File: config.mk
export PLATFORM = sky130hd
export DESIGN_NAME = decode_stage_flat
export DESIGN_NICKNAME = d
export VERILOG_FILES = /design/src/rtl/decode_if.sv /design/src/rtl/decode_stage.sv /design/src/flat_wrapper.sv
export SDC_FILE = /design/constraint.sdc
export NUM_CORES = 1
export LEC_CHECK = 0
export BUFFER_PORTS_ARGS = -buffer_cell sky130_fd_sc_hd__buf_2
export CAP_MARGIN = 15
export CORE_UTILIZATION = 45
export DETAILED_ROUTE_END_ITERATION = 12
export GPL_ROUTABILITY_DRIVEN = 0
export MAX_ROUTING_LAYER = met4
export PLACE_DENSITY = 0.72
export SLEW_MARGIN = 15
export SYNTH_ARGS = -nofsm -noshare
export SYNTH_HDL_FRONTEND = slang
export SYNTH_SLANG_ARGS = --single-unit
File: constraint.sdc
create_clock -name clk -period 2.1 [get_ports clk]
set_input_delay 0.42 -clock clk [delete_from_list [all_inputs] [get_ports clk]]
set_output_delay 0.42 -clock clk [all_outputs]
set_load 0.03 [all_outputs]
File: src/rtl/decode_if.sv
// Handshake, writeback and status bundle for the decode stage.
// The master side is the environment: upstream producer, downstream consumer and writeback.
interface decode_if #(
  parameter int REG_W = 2
) ();
  localparam int INSTR_W = 2 + 3 * REG_W;
  localparam int FIELD_W = 2 * REG_W;

  logic               in_valid;
  logic               in_ready;
  logic [INSTR_W-1:0] in_instr;
  logic               out_valid;
  logic               out_ready;
  logic [1:0]         out_opcode;
  logic [REG_W-1:0]   out_rd;
  logic [REG_W-1:0]   out_rs1;
  logic [REG_W-1:0]   out_rs2;
  logic [FIELD_W-1:0] out_addr;
  logic [FIELD_W-1:0] out_imm;
  logic               out_illegal;
  logic               out_writes_rd;
  logic               wb_valid;
  logic [REG_W-1:0]   wb_rd;
  logic               flush;
  logic [15:0]        stall_cnt;

  modport master (
    output in_valid, in_instr, out_ready, wb_valid, wb_rd, flush,
    input  in_ready, out_valid, out_opcode, out_rd, out_rs1, out_rs2,
           out_addr, out_imm, out_illegal, out_writes_rd, stall_cnt
  );

  modport slave (
    input  in_valid, in_instr, out_ready, wb_valid, wb_rd, flush,
    output in_ready, out_valid, out_opcode, out_rd, out_rs1, out_rs2,
           out_addr, out_imm, out_illegal, out_writes_rd, stall_cnt
  );
endinterface

File: src/rtl/decode_stage.sv
// Single-entry decode stage: field extraction, register scoreboard with writeback bypass,
// hazard stalling, flush and a saturating stall counter.
module decode_stage #(
  parameter int REG_W      = 2,
  parameter bit ENABLE_SUB = 1'b0
) (
  input logic     clk,
  input logic     rst,
  decode_if.slave bus
);
  localparam int NUM_REGS = 2 ** REG_W;
  localparam int INSTR_W  = 2 + 3 * REG_W;
  localparam int FIELD_W  = 2 * REG_W;

  typedef enum logic [1:0] {
    OP_ADD   = 2'b00,
    OP_SUB   = 2'b01,
    OP_LI    = 2'b10,
    OP_BNER0 = 2'b11
  } opcode_e;

  typedef struct packed {
    opcode_e            opcode;
    logic [REG_W-1:0]   rd;
    logic [REG_W-1:0]   rs1;
    logic [REG_W-1:0]   rs2;
    logic [FIELD_W-1:0] addr;
    logic [FIELD_W-1:0] imm;
    logic               illegal;
    logic               writes_rd;
  } decoded_t;

  decoded_t            dec;
  decoded_t            held;
  logic                valid_q;
  logic [NUM_REGS-1:0] pending;
  logic [NUM_REGS-1:0] pend_byp;
  logic [NUM_REGS-1:0] pend_next;
  logic                hazard;
  logic                accept;
  logic [15:0]         stall_q;

  // NOTE: every field gets a default before the case, so no path can leave a latch behind.
  always_comb begin
    dec        = '0;
    dec.opcode = opcode_e'(bus.in_instr[INSTR_W-1 -: 2]);
    unique case (dec.opcode)
      OP_ADD, OP_SUB: begin
        if (dec.opcode == OP_ADD || ENABLE_SUB) begin
          dec.rd        = bus.in_instr[3*REG_W-1 -: REG_W];
          dec.rs1       = bus.in_instr[2*REG_W-1 -: REG_W];
          dec.rs2       = bus.in_instr[REG_W-1:0];
          dec.writes_rd = 1'b1;
        end else begin
          dec.illegal = 1'b1;
        end
      end
      OP_LI: begin
        dec.rd        = bus.in_instr[3*REG_W-1 -: REG_W];
        dec.imm       = bus.in_instr[FIELD_W-1:0];
        dec.writes_rd = 1'b1;
      end
      OP_BNER0: begin
        dec.addr = bus.in_instr[INSTR_W-3 -: FIELD_W];
        dec.rs2  = bus.in_instr[REG_W-1:0];
      end
    endcase
  end

  // A writeback landing this cycle already frees its register for the hazard check.
  always_comb begin
    pend_byp = pending;
    if (bus.wb_valid) pend_byp[bus.wb_rd] = 1'b0;
    hazard = 1'b0;
    if (!dec.illegal) begin
      unique case (dec.opcode)
        OP_ADD, OP_SUB: hazard = pend_byp[dec.rs1] | pend_byp[dec.rs2] | pend_byp[dec.rd];
        OP_LI:          hazard = pend_byp[dec.rd];
        OP_BNER0:       hazard = pend_byp[dec.rs2] | pend_byp[0];
      endcase
    end
  end

  assign bus.in_ready = !rst && !bus.flush && !hazard && (!valid_q || bus.out_ready);
  assign accept       = bus.in_valid && bus.in_ready;

  // Set from a new acceptance is applied last so it wins over a same-cycle writeback clear.
  always_comb begin
    pend_next = pend_byp;
    if (bus.flush && valid_q && held.writes_rd) pend_next[held.rd] = 1'b0;
    if (accept && dec.writes_rd) pend_next[dec.rd] = 1'b1;
  end

  // NOTE: state registers use non-blocking assignments so all flops update together at the edge.
  always_ff @(posedge clk) begin
    if (rst) begin
      valid_q <= 1'b0;
      held    <= '0;
      pending <= '0;
      stall_q <= '0;
    end else begin
      pending <= pend_next;
      if (bus.flush) begin
        valid_q <= 1'b0;
      end else if (accept) begin
        valid_q <= 1'b1;
        held    <= dec;
      end else if (bus.out_ready) begin
        valid_q <= 1'b0;
      end
      if (bus.in_valid && hazard && !bus.flush && stall_q != 16'hFFFF)
        stall_q <= stall_q + 16'd1;
    end
  end

  assign bus.out_valid     = valid_q;
  assign bus.out_opcode    = held.opcode;
  assign bus.out_rd        = held.rd;
  assign bus.out_rs1       = held.rs1;
  assign bus.out_rs2       = held.rs2;
  assign bus.out_addr      = held.addr;
  assign bus.out_imm       = held.imm;
  assign bus.out_illegal   = held.illegal;
  assign bus.out_writes_rd = held.writes_rd;
  assign bus.stall_cnt     = stall_q;
endmodule

File: src/flat_wrapper.sv
// flat-port wrapper written by rule: the top's interface ports become plain ports
module decode_stage_flat 
#(
  parameter int REG_W      = 2,
  parameter bit ENABLE_SUB = 1'b0
)
  (clk, rst, bus_in_valid, bus_in_instr, bus_out_ready, bus_wb_valid, bus_wb_rd, bus_flush, bus_in_ready, bus_out_valid, bus_out_opcode, bus_out_rd, bus_out_rs1, bus_out_rs2, bus_out_addr, bus_out_imm, bus_out_illegal, bus_out_writes_rd, bus_stall_cnt);
  decode_if #(.REG_W(REG_W)) bus_i ();
  input logic clk;
  input logic rst;
  input wire logic [$bits(bus_i.in_valid)-1:0] bus_in_valid;
  input wire logic [$bits(bus_i.in_instr)-1:0] bus_in_instr;
  input wire logic [$bits(bus_i.out_ready)-1:0] bus_out_ready;
  input wire logic [$bits(bus_i.wb_valid)-1:0] bus_wb_valid;
  input wire logic [$bits(bus_i.wb_rd)-1:0] bus_wb_rd;
  input wire logic [$bits(bus_i.flush)-1:0] bus_flush;
  output wire logic [$bits(bus_i.in_ready)-1:0] bus_in_ready;
  output wire logic [$bits(bus_i.out_valid)-1:0] bus_out_valid;
  output wire logic [$bits(bus_i.out_opcode)-1:0] bus_out_opcode;
  output wire logic [$bits(bus_i.out_rd)-1:0] bus_out_rd;
  output wire logic [$bits(bus_i.out_rs1)-1:0] bus_out_rs1;
  output wire logic [$bits(bus_i.out_rs2)-1:0] bus_out_rs2;
  output wire logic [$bits(bus_i.out_addr)-1:0] bus_out_addr;
  output wire logic [$bits(bus_i.out_imm)-1:0] bus_out_imm;
  output wire logic [$bits(bus_i.out_illegal)-1:0] bus_out_illegal;
  output wire logic [$bits(bus_i.out_writes_rd)-1:0] bus_out_writes_rd;
  output wire logic [$bits(bus_i.stall_cnt)-1:0] bus_stall_cnt;
  assign bus_i.in_valid = bus_in_valid;
  assign bus_i.in_instr = bus_in_instr;
  assign bus_i.out_ready = bus_out_ready;
  assign bus_i.wb_valid = bus_wb_valid;
  assign bus_i.wb_rd = bus_wb_rd;
  assign bus_i.flush = bus_flush;
  assign bus_in_ready = bus_i.in_ready;
  assign bus_out_valid = bus_i.out_valid;
  assign bus_out_opcode = bus_i.out_opcode;
  assign bus_out_rd = bus_i.out_rd;
  assign bus_out_rs1 = bus_i.out_rs1;
  assign bus_out_rs2 = bus_i.out_rs2;
  assign bus_out_addr = bus_i.out_addr;
  assign bus_out_imm = bus_i.out_imm;
  assign bus_out_illegal = bus_i.out_illegal;
  assign bus_out_writes_rd = bus_i.out_writes_rd;
  assign bus_stall_cnt = bus_i.stall_cnt;
  decode_stage #(.REG_W(REG_W), .ENABLE_SUB(ENABLE_SUB)) u_core (.clk(clk), .rst(rst), .bus(bus_i));
endmodule
==> run metrics, run 1 <==
Reg area=a little under 800 µm²; placed insts=365; average vias per placed instance=between 5 and 6; top-area cell type share of the netlist area=just under 40%; Post-Synth Simple-Gate Area=roughly 29%; I/O Buffers=51; Post-Synth XOR/XNOR Area=under 10%; post-layout min period=about 2100 ps; final non-filler cell total=roughly 380; final design utilization=roughly 66%; dominant synthesized flop cell=dfxtp_1; largest family of logic cells by synthesized area=simple AND/OR/NAND/NOR gates; Synth Register Bits=39; Total Routing Usage GR=around a quarter; Worst Hold Class=input pin to register; Synth area leaders=dfxtp_1 (39%), a21oi_1 (9.1%), o21ai_0 (5.3%); status=completed; Die ar.=4691 µm²; Setup crit start kind=register; commonest non-fill, non-tap cells in the layout=buf_2 (48), dfxtp_1 (37), a21oi_1 (36); Reg clk slew, reported paths=80 ps; global-route wire length before repair=about 8600 µm; Antenna Cells=0; hold-fix buffers at CTS=0; number of DRC markers in iteration 0=between 150 and 200; initial antenna violation count=0; Worst slew margin=72.26%; HPWL after DPL=3643 µm; Max rail drop VDD=427.4 µV; routed len/inst=around 15 µm; final slew viol count=0; fillcell total=340; Hold Worst Slack=roughly 360 ps; final setup violation count=0; unrepaired setup endpoints after global routing=true; Die Wd=68.49 µm; Ports=52; total number of clock tree sinks=39; Setup WS post-layout=about 16 ps; final hold violation count=0; Max FO, Critical Path=3; Mapped Cells=approximately 250; Final ANT Viol Nets=0; dpl ws=-112.4 ps; layout cells sized above 1=about a third; nets=342; CTS buffer count=5; Synth Cell Area=around 2000 µm²; number of global-route vias before repair=~1900; Synth Area in Adders=less than 1%; EDFF count, synth=0; Syn Nets=roughly 270; Clk Latency, worst-skew pair=290 ps; CTS root buffer=clkbuf_8; CP required=1680 ps; Slew @ Worst Pin=about 420 ps; largest net degree at the start of global routing=40; Leakage=1.102 nW; # rows=23; crit-path cells=mux2_4 > o211ai_1 > o221ai_2 > nor3_4 > and2_4 > buf_6; CTS tree=built; drc violations=0; synth unique cells=43; Synth Area per Inst=between 7 and 8 µm²; Final period util=99.25%; core box area=between 4000 and 5000 µm²; footprint of the multi-input gates=1199 µm²; post-synthesis mux area share=under 10%; Crit Path Class=register to output pin; CTS Buffer Depth=2; compound-cell area share of the yosys netlist=a little under a quarter; Power Density=around 570 nW/µm²; Starting Density=between 40% and 50%; Area Growth Syn to Fin=37.04%; H-tree Lvls=2; Max-Cap Viols=0; Synth async-reset ratio=0%; post-synthesis sequential area ratio=approximately two fifths; Fmax=roughly 0.48 GHz; final setup skew=between 5 and 6 ps; die height=68.49 µm; Via Count=approximately 2200; first-pass iteration count of the detailed router=4; commonest non-fill, non-tap cell in the layout=buf_2; CP max-delay cell=dfxtp_2; WL final=approximately 5600 µm; CP Capture Type=output pin; Worst path max stage delay=330 ps; worst path arrival time=between 1500 and 2000 ps; global route total overflow=0; leading area contributor after synthesis=dfxtp_1; warnings from Yosys=0
per-stage QoR:
step,instance area [µm²],power (W),setup TNS [ps]
after floorplan,2018,0.0008534,0
after global placement,2485,0.0009212,-1188
after detailed placement,2485,0.0009233,-1809
after CTS,2635,0.001560,0
after global routing,2726,0.001621,-75.06
final,2726,0.001564,0
final cells by class:
class | count | share of cell area, %
inverters | 3 | 0.4130
well taps | 50 | 2.295
repair buffers | 85 | 20.47
clock buffers | 5 | 2.524
multi-input cells | 191 | 43.97
flip-flops and latches | 39 | 28.73
clock inverters | 3 | 1.606
worst paths after layout:
| kind | slack (ps) | from | endpoint | cells after the start |
|---|---|---|---|---|
| max | 20 | u_core.pending[0]$_SDFF_PP0_ | bus_in_ready | 6 |
| min | 360 | bus_flush | u_core.bus.out_valid$_SDFFE_PP0P_ | 2 |
| max reg2reg | 60 | u_core.pending[0]$_SDFF_PP0_ | u_core.bus.stall_cnt[7]$_SDFFE_PP0P_ | 8 |
| min reg2reg | 480 | u_core.bus.out_imm[3]$_SDFFE_PP0P_ | u_core.bus.out_imm[3]$_SDFFE_PP0P_ | 2 |
registers in the layout (all words and copies together) (netlist names):
signal / flops
u_core.bus.stall_cnt: 16
u_core.bus.out_addr: 4
u_core.bus.out_imm: 4
u_core.pending: 4
u_core.bus.out_opcode: 2
u_core.bus.out_rd: 2
u_core.bus.out_rs1: 2
u_core.bus.out_rs2: 2
u_core.bus.out_illegal: 1
u_core.bus.out_valid: 1
u_core.bus.out_writes_rd: 1
cells in the mapped netlist, types with 2 or more instances:
master and n:
dfxtp_1 39, a21oi_1 36, o21ai_0 21, nand2_1 17
nand3_1 17, or3_1 15, clkbuf_1 14, nand4_1 9
o21ai_1 9, and3_1 8, nor2_1 8, nand2b_1 4
nor2b_1 4, nor3_1 4, o31ai_1 4, buf_2 3
inv_1 3, nand4b_1 3, nor3b_1 3, or4_1 3
and2_1 2, and4_1 2, o211ai_1 2, o32ai_1 2
xor2_1 2
layer usage:
metal / global-route usage [%] / up-vias / share of wire [%]
li1: - / 1086 / -
met1: 32.27 / 1002 / 49
met2: 37.50 / 72 / 46
met3: 4.934 / 10 / 3.9
met4: 11.72 / 0 / 1.8
met5: - / - / 0
timing repair:
action | CTS | global route
pin swaps | 3 | 7
endpoints found under the setup margin | 1 | 11
cloned | 0 | 1
buffers inserted | 3 | 0
resized for setup | 3 | 28
cells by family (layout without fill, tap and decap cells):
family / Yosys count / count (layout)
xor+xnor: 3 / 3
buf+inv: 22 / 96
compound gates: 83 / 83
simple gates: 102 / 102
mux: 2 / 2
flops: 39 / 39
fa+ha+maj: 1 / 1
critical path, delay by kind of cell, from the launching register on:
| kind | cells | cell delay (ps) |
|---|---|---|
| AND/OR/NAND/NOR | 2 | 370 |
| flip-flops | 1 | 330 |
| AO/OA/AOI/OAI | 2 | 300 |
| multiplexers | 1 | 260 |
| buffers and inverters | 1 | 120 |
power by group:
group / switching [W] / internal, W / leakage (nW)
Combinational: 0.000102 / 0.0000728 / 0.729
Sequential: 0.00000570 / 0.000746 / 0.316
Clock: 0.000283 / 0.000354 / 0.0581
Note: power is estimated with default switching activity, not from simulation.
==> run 2, diff against run 1 <==
--- a/config.mk
+++ b/config.mk
@@ -11,7 +11,7 @@
 export DETAILED_ROUTE_END_ITERATION = 12
 export GPL_ROUTABILITY_DRIVEN = 0
 export MAX_ROUTING_LAYER = met4
-export PLACE_DENSITY = 0.72
+export PLACE_DENSITY = 0.7
 export SLEW_MARGIN = 15
 export SYNTH_ARGS = -nofsm -noshare
 export SYNTH_HDL_FRONTEND = slang
==> constraint.sdc (replaced) <==
create_clock -name clk -period 2.5 [get_ports clk]
set_input_delay 0.5 -clock clk [delete_from_list [all_inputs] [get_ports clk]]
set_output_delay 0.5 -clock clk [all_outputs]
set_load 0.03 [all_outputs]
==> run 2 against run 1 <==
Compared with the run above: largest power group unchanged; clock skew is 5.9 ps higher; register-to-register slack better by 330 ps; power is 17% lower; critical path depth is 1 higher; core utilization is 8.1 points lower; largest cell class unchanged; cell area is 12% lower.
==> run metrics, run 2 (synthesis results as in run 1) <==
status=completed; Area Growth Syn to Fin=20.25%; Power Density=540.5 nW/µm² (-5.8%); max FFs per register=16 (unchanged); drc violations=0 (unchanged); HPWL after DPL=3368 µm (-7.6%); commonest non-fill, non-tap cell in the layout=buf_2; dpl ws=71.85 ps (+184.2 ps); CTS buffer count=5 (unchanged); unrepaired setup endpoints after global routing=false; average vias per placed instance=5.827 (+0.96%); final setup TNS=0 ps (unchanged); Worst Hold Class=input pin to register; CP max-delay cell=o22ai_1; Die ar.=4691 µm² (unchanged); R2R Setup Slk=390 ps (+330 ps); # rows=23 (unchanged); initial antenna violation count=0 (unchanged); Starting Density=48.34% (unchanged); Reg area=780.7 µm² (-0.32%); Die Wd=68.49 µm (unchanged); reg2reg start=u_core.pending[0]$_SDFF_PP0_; nets=312 (-8.8%); crit-path cells=buf_2 > xnor2_1 > nand2_1 > o22ai_1 > nor3_2 > and2_2 > buf_2; Max rail drop VDD=285.2 µV (-33%); min-delay src=bus_flush; Clk Latency, worst-skew pair=290 ps (about the same); Antenna Cells=0 (unchanged); Total Routing Usage GR=22.44% (-2.6 points); Fmax=0.4189 GHz; Setup WS post-layout=112.6 ps (+96.79 ps); Slew @ Worst Pin=545.5 ps (+129.5 ps); fillcell total=375 (+10%); final setup violation count=0 (unchanged); die height=68.49 µm (unchanged); Max-Cap Viols=0 (unchanged); number of global-route vias before repair=1651 (-14%); Leakage=0.9251 nW (-16%); Final ANT Viol Nets=0 (unchanged); post-CTS sizing=0 (-3); largest net degree at the start of global routing=40 (unchanged); final slew viol count=0 (unchanged); layout cells sized above 1=23.65% (-10 points); H-tree Lvls=2 (unchanged); global-route wire length before repair=7693 µm (-10%); CP required=2000 ps (+320 ps); core box area=4115 µm² (unchanged); footprint of the multi-input gates=1122 µm² (-6.4%); Hold Worst Slack=432.9 ps (+75.87 ps); Setup crit start kind=input pin; CTS Buffer Depth=2 (unchanged); hold-fix buffers at CTS=0 (unchanged); first-pass iteration count of the detailed router=4 (unchanged); Final period util=95.50%; Via Count=2016 (-7.1%); Worst slew margin=63.54% (-8.7 points); I/O Buffers=51 (unchanged); final hold violation count=0 (unchanged); Max FO, Critical Path=16 (+13); Worst path max stage delay=380 ps (+50 ps); total number of clock tree sinks=39 (unchanged); global route total overflow=0 (unchanged); CTS root buffer=clkbuf_8; WL final=4984 µm (-11%); CTS tree=built; number of DRC markers in iteration 0=216 (+15%); Reg clk slew, reported paths=80 ps (about the same); CP Capture Type=output pin; commonest non-fill, non-tap cells in the layout=buf_2 (51), dfxtp_1 (39), a21oi_1 (36); most used cell, CP=buf_2; post-layout min period=~2400 ps; final setup skew=11.07 ps (+5.874 ps); Setup Buffers After CTS=0 (-3); Ports=52 (unchanged); worst path arrival time=1890 ps (+230 ps); routed len/inst=14.40 µm (-3.0%); Worst Setup SP=bus_in_instr[6]; Crit Path Class=input pin to output pin
## run 2: stage by stage
stage | instances | power, W | util, % | cell area, µm²
detailed placement | 338 | 0.0007528 | 55.28 | 2275
finish | 346 | 0.001293 | 58.13 | 2392
global placement | 338 | 0.0007530 | 55.28 | 2275
floorplan | 252 | 0.0007142 | - | 1992
CTS | 346 | 0.001301 | 58.13 | 2392
global route | 346 | 0.001335 | 58.13 | 2392
## run 2: final timing paths
path                                           to  cells past startpoint
min reg2reg    u_core.bus.out_imm[3]$_SDFFE_PP0P_                      2
max reg2reg  u_core.bus.stall_cnt[7]$_SDFFE_PP0P_                      7
max                                  bus_in_ready                      7
min             u_core.bus.out_valid$_SDFFE_PP0P_                      2
## run 2: worst max-delay path: cells and delay by family
family | cells | cell delay [ps]
compound gates | 1 | 380
simple gates | 3 | 370
buf+inv | 2 | 350
xor+xnor | 1 | 270
## run 2: report_power, final
part           internal, W  leakage [nW]  switching (W)  total [W]
clock network     0.000323        0.0612       0.000230   0.000553
logic            0.0000353         0.549      0.0000734   0.000109
registers         0.000627         0.315     0.00000457   0.000632
total             0.000985         0.925       0.000308    0.00129
## run 2: layout make-up
cell class / instances / area share, %
inverter: 3 / 0.4707
timing repair buffer: 55 / 12.45
multi-input combinational: 191 / 46.91
clock buffer: 6 / 3.452
sequential: 39 / 32.64
clock inverter: 2 / 1.464
tap: 50 / 2.615
## run 2: metal layers
metal	wire length, µm	GRT usage, %	up-vias
met5	0	-	-
met4	27	6.771	0
met3	294	5.099	2
met2	2132	31.25	67
met1	2528	31.89	921
li1	-	-	1026
